## src/rtl/alu_pkg.sv

```systemverilog
// Shared opcode and FSM-state definitions for the sequential ALU.
package alu_pkg;

    localparam logic [3:0] ALU_AND  = 4'd0;
    localparam logic [3:0] ALU_OR   = 4'd1;
    localparam logic [3:0] ALU_ADD  = 4'd2;
    localparam logic [3:0] ALU_SUB  = 4'd3;
    localparam logic [3:0] ALU_SLL  = 4'd4;
    localparam logic [3:0] ALU_SRL  = 4'd5;
    localparam logic [3:0] ALU_SRA  = 4'd6;
    localparam logic [3:0] ALU_SLT  = 4'd7;
    localparam logic [3:0] ALU_MULU = 4'd8;
    localparam logic [3:0] ALU_DIVU = 4'd9;

    typedef enum logic [1:0] {
        S_IDLE = 2'd0,
        S_ITER = 2'd1,
        S_FIN  = 2'd2
    } state_e;

endpackage

```

## src/rtl/alu_iter_unit.sv

```systemverilog
// Iterative datapath: shift-add unsigned multiply and, with ALU_DIV_EN defined,
// restoring unsigned divide. Exposes the post-step values so the caller can capture the last step.
module alu_iter_unit #(
    parameter int WIDTH = 16,
    localparam int CNT_W = $clog2(WIDTH) + 1
) (
    input  logic             clock,
    input  logic             reset,
    input  logic             load,
    input  logic             step,
`ifdef ALU_DIV_EN
    input  logic             is_div,
`endif
    input  logic [WIDTH-1:0] a,
    input  logic [WIDTH-1:0] b,
    output logic [CNT_W-1:0] cnt,
    output logic [WIDTH-1:0] lo_nxt,
    output logic [WIDTH-1:0] hi_nxt
);

    logic [CNT_W-1:0] cnt_q;
    logic [WIDTH-1:0] opd_q, hi_q, lo_q;
    logic [WIDTH:0]   mul_sum;
    logic [WIDTH-1:0] mul_hi, mul_lo;

    // {hi,lo} starts as {0, multiplier}; each step adds the multiplicand if lo[0] and shifts right.
    always_comb begin
        mul_sum = {1'b0, hi_q} + (lo_q[0] ? {1'b0, opd_q} : '0);
        mul_hi  = mul_sum[WIDTH:1];
        mul_lo  = {mul_sum[0], lo_q[WIDTH-1:1]};
    end

`ifdef ALU_DIV_EN
    logic             div_q;
    logic [WIDTH:0]   rem_sh;
    logic [WIDTH-1:0] rem_sub;
    logic             ge;

    // hi holds the partial remainder, lo the dividend shifting out / quotient shifting in.
    // A zero divisor always "fits", giving all-ones quotient and remainder = dividend.
    always_comb begin
        rem_sh  = {hi_q, lo_q[WIDTH-1]};
        ge      = rem_sh >= {1'b0, opd_q};
        rem_sub = rem_sh[WIDTH-1:0] - opd_q;
        hi_nxt  = div_q ? (ge ? rem_sub : rem_sh[WIDTH-1:0]) : mul_hi;
        lo_nxt  = div_q ? {lo_q[WIDTH-2:0], ge} : mul_lo;
    end
`else
    always_comb begin
        hi_nxt = mul_hi;
        lo_nxt = mul_lo;
    end
`endif

    always_ff @(posedge clock or posedge reset) begin
        if (reset) begin
            cnt_q <= '0;
            opd_q <= '0;
            hi_q  <= '0;
            lo_q  <= '0;
`ifdef ALU_DIV_EN
            div_q <= 1'b0;
`endif
        end else if (load) begin
            cnt_q <= CNT_W'(WIDTH);
            hi_q  <= '0;
`ifdef ALU_DIV_EN
            div_q <= is_div;
            opd_q <= is_div ? b : a;
            lo_q  <= is_div ? a : b;
`else
            opd_q <= a;
            lo_q  <= b;
`endif
        end else if (step) begin
            cnt_q <= cnt_q - CNT_W'(1);
            hi_q  <= hi_nxt;
            lo_q  <= lo_nxt;
        end
    end

    assign cnt = cnt_q;

endmodule

```

## src/rtl/alu_seq.sv

```systemverilog
// WIDTH-bit ALU with registered outputs and start/busy/done handshake.
// Define ALU_DIV_EN to enable the iterative unsigned divide on opcode 9.
module alu_seq
    import alu_pkg::*;
#(
    parameter int WIDTH = 16,
    localparam int SHAMT_W = $clog2(WIDTH),
    localparam int CNT_W = $clog2(WIDTH) + 1
) (
    input  logic             clock,
    input  logic             reset,
    input  logic             start,
    input  logic [3:0]       control,
    input  logic [WIDTH-1:0] in1,
    input  logic [WIDTH-1:0] in2,
    output logic [WIDTH-1:0] result,
    output logic [WIDTH-1:0] result_hi,
    output logic             zero,
    output logic             negative,
    output logic             overflow,
    output logic             busy,
    output logic             done
);

    state_e           state_q, state_d;
    logic [WIDTH-1:0] res_q, res_d, hi_q, hi_d;
    logic             zero_q, zero_d, neg_q, neg_d, ovf_q, ovf_d;
    logic             busy_q, busy_d, done_q, done_d;
    logic [WIDTH-1:0] res_1c, sum, diff;
    logic             ovf_1c, is_iter, load, step;
    logic [SHAMT_W-1:0] shamt;
    logic [CNT_W-1:0] cnt;
    logic [WIDTH-1:0] lo_nxt, hi_nxt;

    always_comb begin
        shamt  = in2[SHAMT_W-1:0];
        sum    = in1 + in2;
        diff   = in1 - in2;
        res_1c = '0;
        ovf_1c = 1'b0;
        case (control)
            ALU_AND: res_1c = in1 & in2;
            ALU_OR:  res_1c = in1 | in2;
            ALU_ADD: begin
                res_1c = sum;
                ovf_1c = (in1[WIDTH-1] == in2[WIDTH-1]) && (sum[WIDTH-1] != in1[WIDTH-1]);
            end
            ALU_SUB: begin
                res_1c = diff;
                ovf_1c = (in1[WIDTH-1] != in2[WIDTH-1]) && (diff[WIDTH-1] != in1[WIDTH-1]);
            end
            ALU_SLL: res_1c = in1 << shamt;
            ALU_SRL: res_1c = in1 >> shamt;
            ALU_SRA: res_1c = WIDTH'($signed(in1) >>> shamt);
            ALU_SLT: res_1c = {{(WIDTH-1){1'b0}}, $signed(in1) < $signed(in2)};
            default: res_1c = '0;
        endcase
`ifdef ALU_DIV_EN
        is_iter = (control == ALU_MULU) || (control == ALU_DIVU);
`else
        is_iter = (control == ALU_MULU);
`endif
    end

    alu_iter_unit #(.WIDTH(WIDTH)) u_iter (
        .clock  (clock),
        .reset  (reset),
        .load   (load),
        .step   (step),
`ifdef ALU_DIV_EN
        .is_div (control == ALU_DIVU),
`endif
        .a      (in1),
        .b      (in2),
        .cnt    (cnt),
        .lo_nxt (lo_nxt),
        .hi_nxt (hi_nxt)
    );

    // FIN carries the done pulse with busy low, so it accepts a new start just like IDLE.
    always_comb begin
        state_d = state_q;
        res_d   = res_q;
        hi_d    = hi_q;
        ovf_d   = ovf_q;
        busy_d  = busy_q;
        done_d  = 1'b0;
        load    = 1'b0;
        step    = 1'b0;
        case (state_q)
            S_IDLE, S_FIN: begin
                state_d = S_IDLE;
                if (start) begin
                    if (is_iter) begin
                        load    = 1'b1;
                        busy_d  = 1'b1;
                        state_d = S_ITER;
                    end else begin
                        done_d = 1'b1;
                        res_d  = res_1c;
                        hi_d   = '0;
                        ovf_d  = ovf_1c;
                    end
                end
            end
            S_ITER: begin
                step = 1'b1;
                if (cnt == CNT_W'(1)) begin
                    state_d = S_FIN;
                    busy_d  = 1'b0;
                    done_d  = 1'b1;
                    res_d   = lo_nxt;
                    hi_d    = hi_nxt;
                    ovf_d   = 1'b0;
                end
            end
            default: state_d = S_IDLE;
        endcase
        zero_d = done_d ? (res_d == '0) : zero_q;
        neg_d  = done_d ? res_d[WIDTH-1] : neg_q;
    end

    always_ff @(posedge clock or posedge reset) begin
        if (reset) begin
            state_q <= S_IDLE;
            res_q   <= '0;
            hi_q    <= '0;
            zero_q  <= 1'b0;
            neg_q   <= 1'b0;
            ovf_q   <= 1'b0;
            busy_q  <= 1'b0;
            done_q  <= 1'b0;
        end else begin
            state_q <= state_d;
            res_q   <= res_d;
            hi_q    <= hi_d;
            zero_q  <= zero_d;
            neg_q   <= neg_d;
            ovf_q   <= ovf_d;
            busy_q  <= busy_d;
            done_q  <= done_d;
        end
    end

    assign result    = res_q;
    assign result_hi = hi_q;
    assign zero      = zero_q;
    assign negative  = neg_q;
    assign overflow  = ovf_q;
    assign busy      = busy_q;
    assign done      = done_q;

endmodule

```

## config.mk

```make
export PLATFORM = sky130hd
export DESIGN_NAME = alu_seq
export DESIGN_NICKNAME = d
export VERILOG_FILES = /design/src/rtl/alu_pkg.sv /design/src/rtl/alu_iter_unit.sv /design/src/rtl/alu_seq.sv
export SDC_FILE = /design/constraint.sdc
export NUM_CORES = 1
export LEC_CHECK = 0
export BUFFER_PORTS_ARGS = -buffer_cell sky130_fd_sc_hd__clkbuf_2
export CORE_ASPECT_RATIO = 1.5
export CORE_UTILIZATION = 45
export CTS_BUF_LIST = sky130_fd_sc_hd__clkbuf_4 sky130_fd_sc_hd__clkbuf_8
export DETAILED_ROUTE_END_ITERATION = 16
export PLACE_DENSITY_LB_ADDON = 0.1
export SLEW_MARGIN = 25
export SYNTH_ARGS = -nofsm -noshare
export SYNTH_HDL_FRONTEND = slang
export SYNTH_SLANG_ARGS = --single-unit
```

## constraint.sdc

```tcl
create_clock -name clock -period 8.95 [get_ports clock]
set_input_delay 0.4475 -clock clock [delete_from_list [all_inputs] [get_ports clock]]
set_output_delay 0.4475 -clock clock [all_outputs]
set_load 0.1 [all_outputs]
```

# Yosys cells after proc, flatten, opt, wreduce, memory -nomap -nowiden
# Index checks and enable logic that the tools add are counted.
[classes] n_addsub=4 magnitude_cmp=1 n_eq_ne=19 shifts=3 muxes=36 n_bitwise=2 n_reduce_logical=10
[ops] operator="$mux 16" count=11
[ops] operator="$pmux 16 s8" count=1
[ops] operator="$pmux 16 s2" count=2
[ops] operator="$add 16x17->17" count=1
[ops] operator="$add 16x16->16" count=1
[ops] operator="$and 16x16->16" count=1
[ops] operator="$eq 4x3->1 const B" count=4
[ops] operator="$logic_not 16->1" count=1
[ops] operator="$lt 16x16->1" count=1
[ops] operator="$or 16x16->16" count=1
[ops] operator="$shl 16x4->16" count=1
[ops] operator="$shr 16x4->16" count=1
[ops] operator="$sshr 16x4->16" count=1
[ops] operator="$sub 16x16->16" count=1
[ops] operator="$mux 1" count=14
[ops] operator="$mux 5" count=2
[ops] operator="$eq 4x2->1 const B" count=2
[ops] operator="$ne 2x2->1 const B" count=4
[ops] operator="$pmux 1 s2" count=4
[ops] operator="$reduce_and 4->1" count=2
[ops] operator="$eq 5x1->1 const B" count=1
[ops] operator="$sub 5x1->5 const B" count=1
[ops] operator="$eq 4x1->1 const B" count=1
[ops] operator="$eq 4x4->1 const B" count=1
[ops] operator="11 further kinds" count=15
[word_totals] ff_bits=92 inputBits=39 elab_cells=87

# Depth between registers and ports, before layout
[depth] word_depth=7 mapped_depth=14 ltp_nobuf=12

# Hierarchy
# A second synthesis with hierarchy kept.
[hier_totals] cells_unflattened=1152 hier_area_um2=9788.1
[modules_own_cells] mod="alu_seq" instances=1 cells_each=807 area_each_um2=6434.9 seq_area_each_um2=975.9
[modules_own_cells] mod="alu_iter_unit" instances=1 cells_each=345 area_each_um2=3353.2 seq_area_each_um2=1326.3

# Worst setup path after synthesis
# OpenSTA, ideal clock, no wires.
[synth_path] path_type="input to register" from="input port in2[1]" to="register zero_q (netlist: zero)" arrival_time_ns=3.518 setup_slack_ns=5.328 path_stages=13 path_buffers=2 path_cell_list="buf_2 -> inv_2 -> buf_1 -> ha_1 -> or2_2 -> a2111oi_2 -> o21ba_2 -> and3b_1 -> o41ai_1 -> o211ai_1 -> nor4_1 -> nand3_1 -> o41ai_2"
[synth_between] elab_chain_len=6 elab_cells_between_ends=13 cone_classes="add/sub: 2; order compare: 1; shift: 3; mux: 4; bitwise: 2; reduce/logical: 1"
[synth_lines] element="start: declaration" line_no="alu_seq.sv:15" source="input logic [WIDTH-1:0] in2,"
[synth_lines] element="$sub 16x16->16, or another cell as far along" line_no="alu_seq.sv:38" source="diff = in1 - in2;"
[synth_lines] element="$pmux 16 s8 (*)" line_no="alu_seq.sv:41" source="case (control)"
[synth_lines] element="$mux 16 (*)" line_no="alu_seq.sv:94" source="if (is_iter) begin"
[synth_lines] element="$mux 16 (*)" line_no="alu_seq.sv:93" source="if (start) begin"
[synth_lines] element="$pmux 16 s2 (*)" line_no="alu_seq.sv:90" source="case (state_q)"
[synth_lines] element="named net res_d[11]" line_no="alu_seq.sv:26" source="logic [WIDTH-1:0] res_q, res_d, hi_q, hi_d;"
[synth_lines] element="$logic_not 16->1 (*)" line_no="alu_seq.sv:119" source="zero_d = done_d ? (res_d == '0) : zero_q;"
[synth_lines] element="end signal: assignment" line_no="alu_seq.sv:137" source="zero_q <= zero_d;"
[synth_lines] element="end: declaration" line_no="alu_seq.sv:27" source="logic zero_q, zero_d, neg_q, neg_d, ovf_q, ovf_d;"
# Mark *: on every way through the listed nets, which the timed path passes. The rest lies on a longest branch.
# A chain may end at the register's enable or synchronous reset.

# Worst setup path after layout
[layout_path] from="input port in2[3]" to="register zero_q (netlist: zero)"
# The elaborated chain is that of the path after synthesis.

==> metrics.txt <==
# TYPE chip_impl_metric gauge
chip_impl_info{name="run_status",value="finished clean"} 1
chip_impl_metric{name="die_area",unit="mm^2"} 0.0214
chip_impl_metric{name="cp.required",unit="ps"} 9230
chip_impl_metric{name="ys_seq_elements",unit=""} 92
chip_impl_metric{name="final.setup_skew",unit="ps"} 23.4
chip_impl_metric{name="core.rowCount",unit=""} 64
chip_impl_metric{name="cap_violations",unit=""} 0
chip_impl_metric{name="place.detailed.hpwl",unit="um"} 24600
chip_impl_metric{name="fmaxAchievable",unit="MHz"} 235
chip_impl_metric{name="clock_path_buffers",unit=""} 2
chip_impl_metric{name="routed_length_per_instance",unit="um"} 23.7
chip_impl_metric{name="post_synth_edffs",unit=""} 0
chip_impl_info{name="top_layer",value="met5"} 1
chip_impl_info{name="combinational_family_with_the_most_area_after_synthesis",value="compound AO/OA/AOI/OAI gates"} 1
chip_impl_metric{name="gpl_congestion",unit=""} 1.00
chip_impl_metric{name="slew_viol_final",unit=""} 0
chip_impl_metric{name="syn_nets",unit=""} 1215
chip_impl_metric{name="synth_simple_gate_area_share",unit="%"} 18.7
chip_impl_metric{name="drt_pre_antenna_iters",unit=""} 5
chip_impl_metric{name="clkSlewWorstSetupHoldPaths",unit="ps"} 100
chip_impl_metric{name="wl",unit="um"} 32700
chip_impl_metric{name="tightest_slew_margin_relative_to_the_limit",unit="%"} 34.9
chip_impl_metric{name="timing.final.hold_violations",unit=""} 0
chip_impl_metric{name="cts.htree.levels",unit=""} 3
chip_impl_metric{name="data_arrival_critical_path",unit="ps"} 4530
chip_impl_metric{name="synthXorXnorAreaFrac",unit="%"} 1.97
chip_impl_metric{name="synthesis.area",unit="mm^2"} 0.00935
chip_impl_metric{name="wl_met3",unit="um"} 1920
chip_impl_metric{name="routedLengthMet1",unit="um"} 13000
chip_impl_metric{name="drive_gt1_share",unit="%"} 16.5
chip_impl_metric{name="met2WireLength",unit="um"} 15500
chip_impl_metric{name="initial_utilization",unit="%"} 45.8
chip_impl_info{name="post_synth_main_area_contributors",value="sky130_fd_sc_hd__dfrtp_1 25%, sky130_fd_sc_hd__ha_1 9.9%, sky130_fd_sc_hd__nand2_1 4.7%"} 1
chip_impl_metric{name="ys_seq_area_share",unit="%"} 24.6
chip_impl_info{name="hp-class",value="in2async"} 1
chip_impl_metric{name="drtIter0Drc",unit=""} 887
chip_impl_metric{name="synthesis.yosys.warnings",unit=""} 0
chip_impl_metric{name="area.growth.synth_to_final",unit="%"} 6.65
chip_impl_metric{name="insertion_delay",unit="ps"} 380
chip_impl_metric{name="power.leakage",unit="nW"} 4.43
chip_impl_metric{name="fp.coreArea",unit="mm^2"} 0.0204
chip_impl_metric{name="gr-usage-all-layers",unit="%"} 31.0
chip_impl_metric{name="placedInstanceArea",unit="mm^2"} 0.00978
chip_impl_metric{name="top_level_ports",unit=""} 76
chip_impl_metric{name="asyncSetResetFlopFracSynth",unit="%"} 100
chip_impl_metric{name="p_per_area",unit="mW/mm^2"} 233
chip_impl_metric{name="number_of_global_route_vias_before_repair",unit=""} 8220
chip_impl_metric{name="compound_gate_portion_of_the_synthesized_area",unit="%"} 24.1
chip_impl_info{name="path_class",value="in2reg"} 1
chip_impl_metric{name="synth.avg_cell_area",unit="um^2"} 8.51
chip_impl_info{name="synth_top_cells_by_count",value="118 x sky130_fd_sc_hd__nand2_1, 92 x sky130_fd_sc_hd__dfrtp_1, 74 x sky130_fd_sc_hd__ha_1"} 1
chip_impl_metric{name="antenna_found_initial",unit=""} 1
chip_impl_metric{name="post_cts_hold_buffer_count",unit=""} 0
chip_impl_info{name="yosysTopAreaCell",value="sky130_fd_sc_hd__dfrtp_1"} 1
chip_impl_metric{name="max-vdd-ir-drop",unit="V"} 0.000171
chip_impl_metric{name="synthAdderAreaFrac",unit="%"} 10.5
chip_impl_metric{name="setup_violations",unit=""} 0
chip_impl_metric{name="netlist_instances",unit=""} 1099
chip_impl_metric{name="post_cts.repair.setup_buffers",unit=""} 0
chip_impl_info{name="cts_tree",value="yes"} 1
chip_impl_metric{name="transition_time_of_the_tightest_slew_check_pin",unit="ps"} 973
chip_impl_metric{name="pin_count_of_the_biggest_net_entering_global_routing",unit=""} 61
chip_impl_info{name="type_of_destination_of_the_critical_path",value="flip-flop"} 1
chip_impl_metric{name="period_share",unit="%"} 47.5
chip_impl_info{name="unrepaired_setup_endpoints_after_global_routing",value="no"} 1
chip_impl_metric{name="final_period_minus_worst_setup_slack",unit="ps"} 4250
chip_impl_metric{name="finish.instance_area",unit="mm^2"} 0.00997
chip_impl_info{name="clock_tree.root_cell",value="sky130_fd_sc_hd__clkbuf_8"} 1
chip_impl_metric{name="synthMuxAreaShare",unit="%"} 13.2
chip_impl_metric{name="via_per_inst",unit=""} 6.38
chip_impl_metric{name="dr_total_vias",unit=""} 8823
chip_impl_info{name="flip_flop_cell_with_the_highest_count_after_synthesis",value="sky130_fd_sc_hd__dfrtp_1"} 1
chip_impl_metric{name="overflow",unit=""} 0
chip_impl_info{name="synth.most_common_cell",value="sky130_fd_sc_hd__nand2_1"} 1
chip_impl_metric{name="port_buffers",unit=""} 75
chip_impl_metric{name="post_cts_resized",unit=""} 0
chip_impl_metric{name="chipWidth",unit="um"} 120
chip_impl_metric{name="total_power",unit="mW"} 2.32
chip_impl_metric{name="clock_buffer_count_from_cts",unit=""} 9
chip_impl_metric{name="chipHeight",unit="um"} 179
chip_impl_metric{name="first_pass_grt_wire_length",unit="um"} 50000
chip_impl_metric{name="antennaDiodeCount",unit=""} 0
chip_impl_metric{name="final_nets",unit=""} 1229
chip_impl_metric{name="fin_setup_tns",unit="ps"} 0
chip_impl_metric{name="share_of_the_synthesized_area_in_the_top_cell_type",unit="%"} 24.6
chip_impl_metric{name="route.detailed.drc",unit=""} 0
chip_impl_info{name="worst_setup_path_start_kind",value="input port"} 1
chip_impl_metric{name="numClockSinks",unit=""} 92
chip_impl_metric{name="drt.antenna.violating_nets",unit=""} 0
chip_impl_metric{name="worst-path-max-fanout",unit=""} 34
chip_impl_metric{name="synthDistinctLibCells",unit=""} 93
cell usage in the layout (no fill, tap or decap), types with 18 or more instances in the layout:
master,count
sky130_fd_sc_hd__a211oi_1,18
sky130_fd_sc_hd__a21oi_1,67
sky130_fd_sc_hd__and2_1,22
sky130_fd_sc_hd__clkbuf_2,75
sky130_fd_sc_hd__dfrtp_1,92
sky130_fd_sc_hd__ha_1,74
sky130_fd_sc_hd__inv_1,55
sky130_fd_sc_hd__mux2_2,26
sky130_fd_sc_hd__mux2i_1,42
sky130_fd_sc_hd__nand2_1,118
sky130_fd_sc_hd__nand2b_1,20
sky130_fd_sc_hd__nand3_1,21
sky130_fd_sc_hd__nor2_1,64
sky130_fd_sc_hd__nor3_1,21
sky130_fd_sc_hd__o21ai_0,64
worst max-delay path, cell delays in order:
cell and delay, ps:
sky130_fd_sc_hd__clkbuf_2 540, sky130_fd_sc_hd__clkinv_1 520, sky130_fd_sc_hd__ha_1 630, sky130_fd_sc_hd__o21ai_0 220
sky130_fd_sc_hd__o21ai_0 470, sky130_fd_sc_hd__a211oi_1 240, sky130_fd_sc_hd__o41ai_1 450, sky130_fd_sc_hd__nor2_1 110
sky130_fd_sc_hd__nor4b_1 400, sky130_fd_sc_hd__a311oi_2 130, sky130_fd_sc_hd__o41ai_2 350
logic make-up (layout without fill, tap and decap cells):
family	count (synthesis)	after routing
fa+ha+maj	77	77
xor+xnor	21	21
compound gates	321	321
buf+inv	146	165
simple gates	349	349
flops	92	92
mux	93	93
where the power goes:
part | switching [mW] | leakage, nW | internal [mW] | total [mW]
combinational | 0.951 | 3.14 | 0.397 | 1.35
clock | 0.171 | 0.0947 | 0.108 | 0.280
sequential | 0.126 | 1.20 | 0.570 | 0.696
path summary, 6_finish.rpt:
| check | start | end | slack (ps) | depth (start not counted) |
|---|---|---|---|---|
| worst max-delay path | in2[3] | zero | 4700 | 11 |
| worst min-delay path | reset | result_hi[1] | 50 | 2 |
| worst max register to register | u_iter.lo_q[0] | result_hi[15] | 4760 | 12 |
| worst min register to register | result_hi[7] | result_hi[7] | 480 | 2 |
| max in group asynchronous | reset | result[2] | 7760 | 3 |
| min in group clock | in2[15] | u_iter.lo_q[15] | 320 | 3 |
registers in the layout, summed over array words and instances (netlist names):
register	cells
u_iter.hi_q	16
state_q	2
negative	1
result	16
result_hi	16
zero	1
done	1
u_iter.opd_q	16
busy	1
u_iter.lo_q	16
overflow	1
u_iter.cnt	5
per-stage QoR:
stage	cells	util [%]	worst slack, ps	hold slack (ps)
after floorplan	1099	-	5330	472
after global placement	1366	47.9	4530	461
after detailed placement	1366	47.9	4460	468
after CTS	1382	48.8	4780	52.0
after global routing	1382	48.8	4480	65.1
final	1382	48.8	4700	51.0
layer usage:
metal,vias up,global-route usage (%)
li1,4085,-
met1,4244,38.2
met2,386,51.4
met3,106,3.55
met4,2,20.1
met5,-,0
layout make-up:
class,count,area [um^2]
Multi-Input combinational cell,861,6440
Clock inverter,7,65.1
Inverter,60,228
Timing Repair Buffer,89,480
Fill cell,2048,10400
Sequential cell,92,2300
Clock buffer,9,124
Tap cell,264,330
No activity file was read; power rests on OpenSTA's default activity.
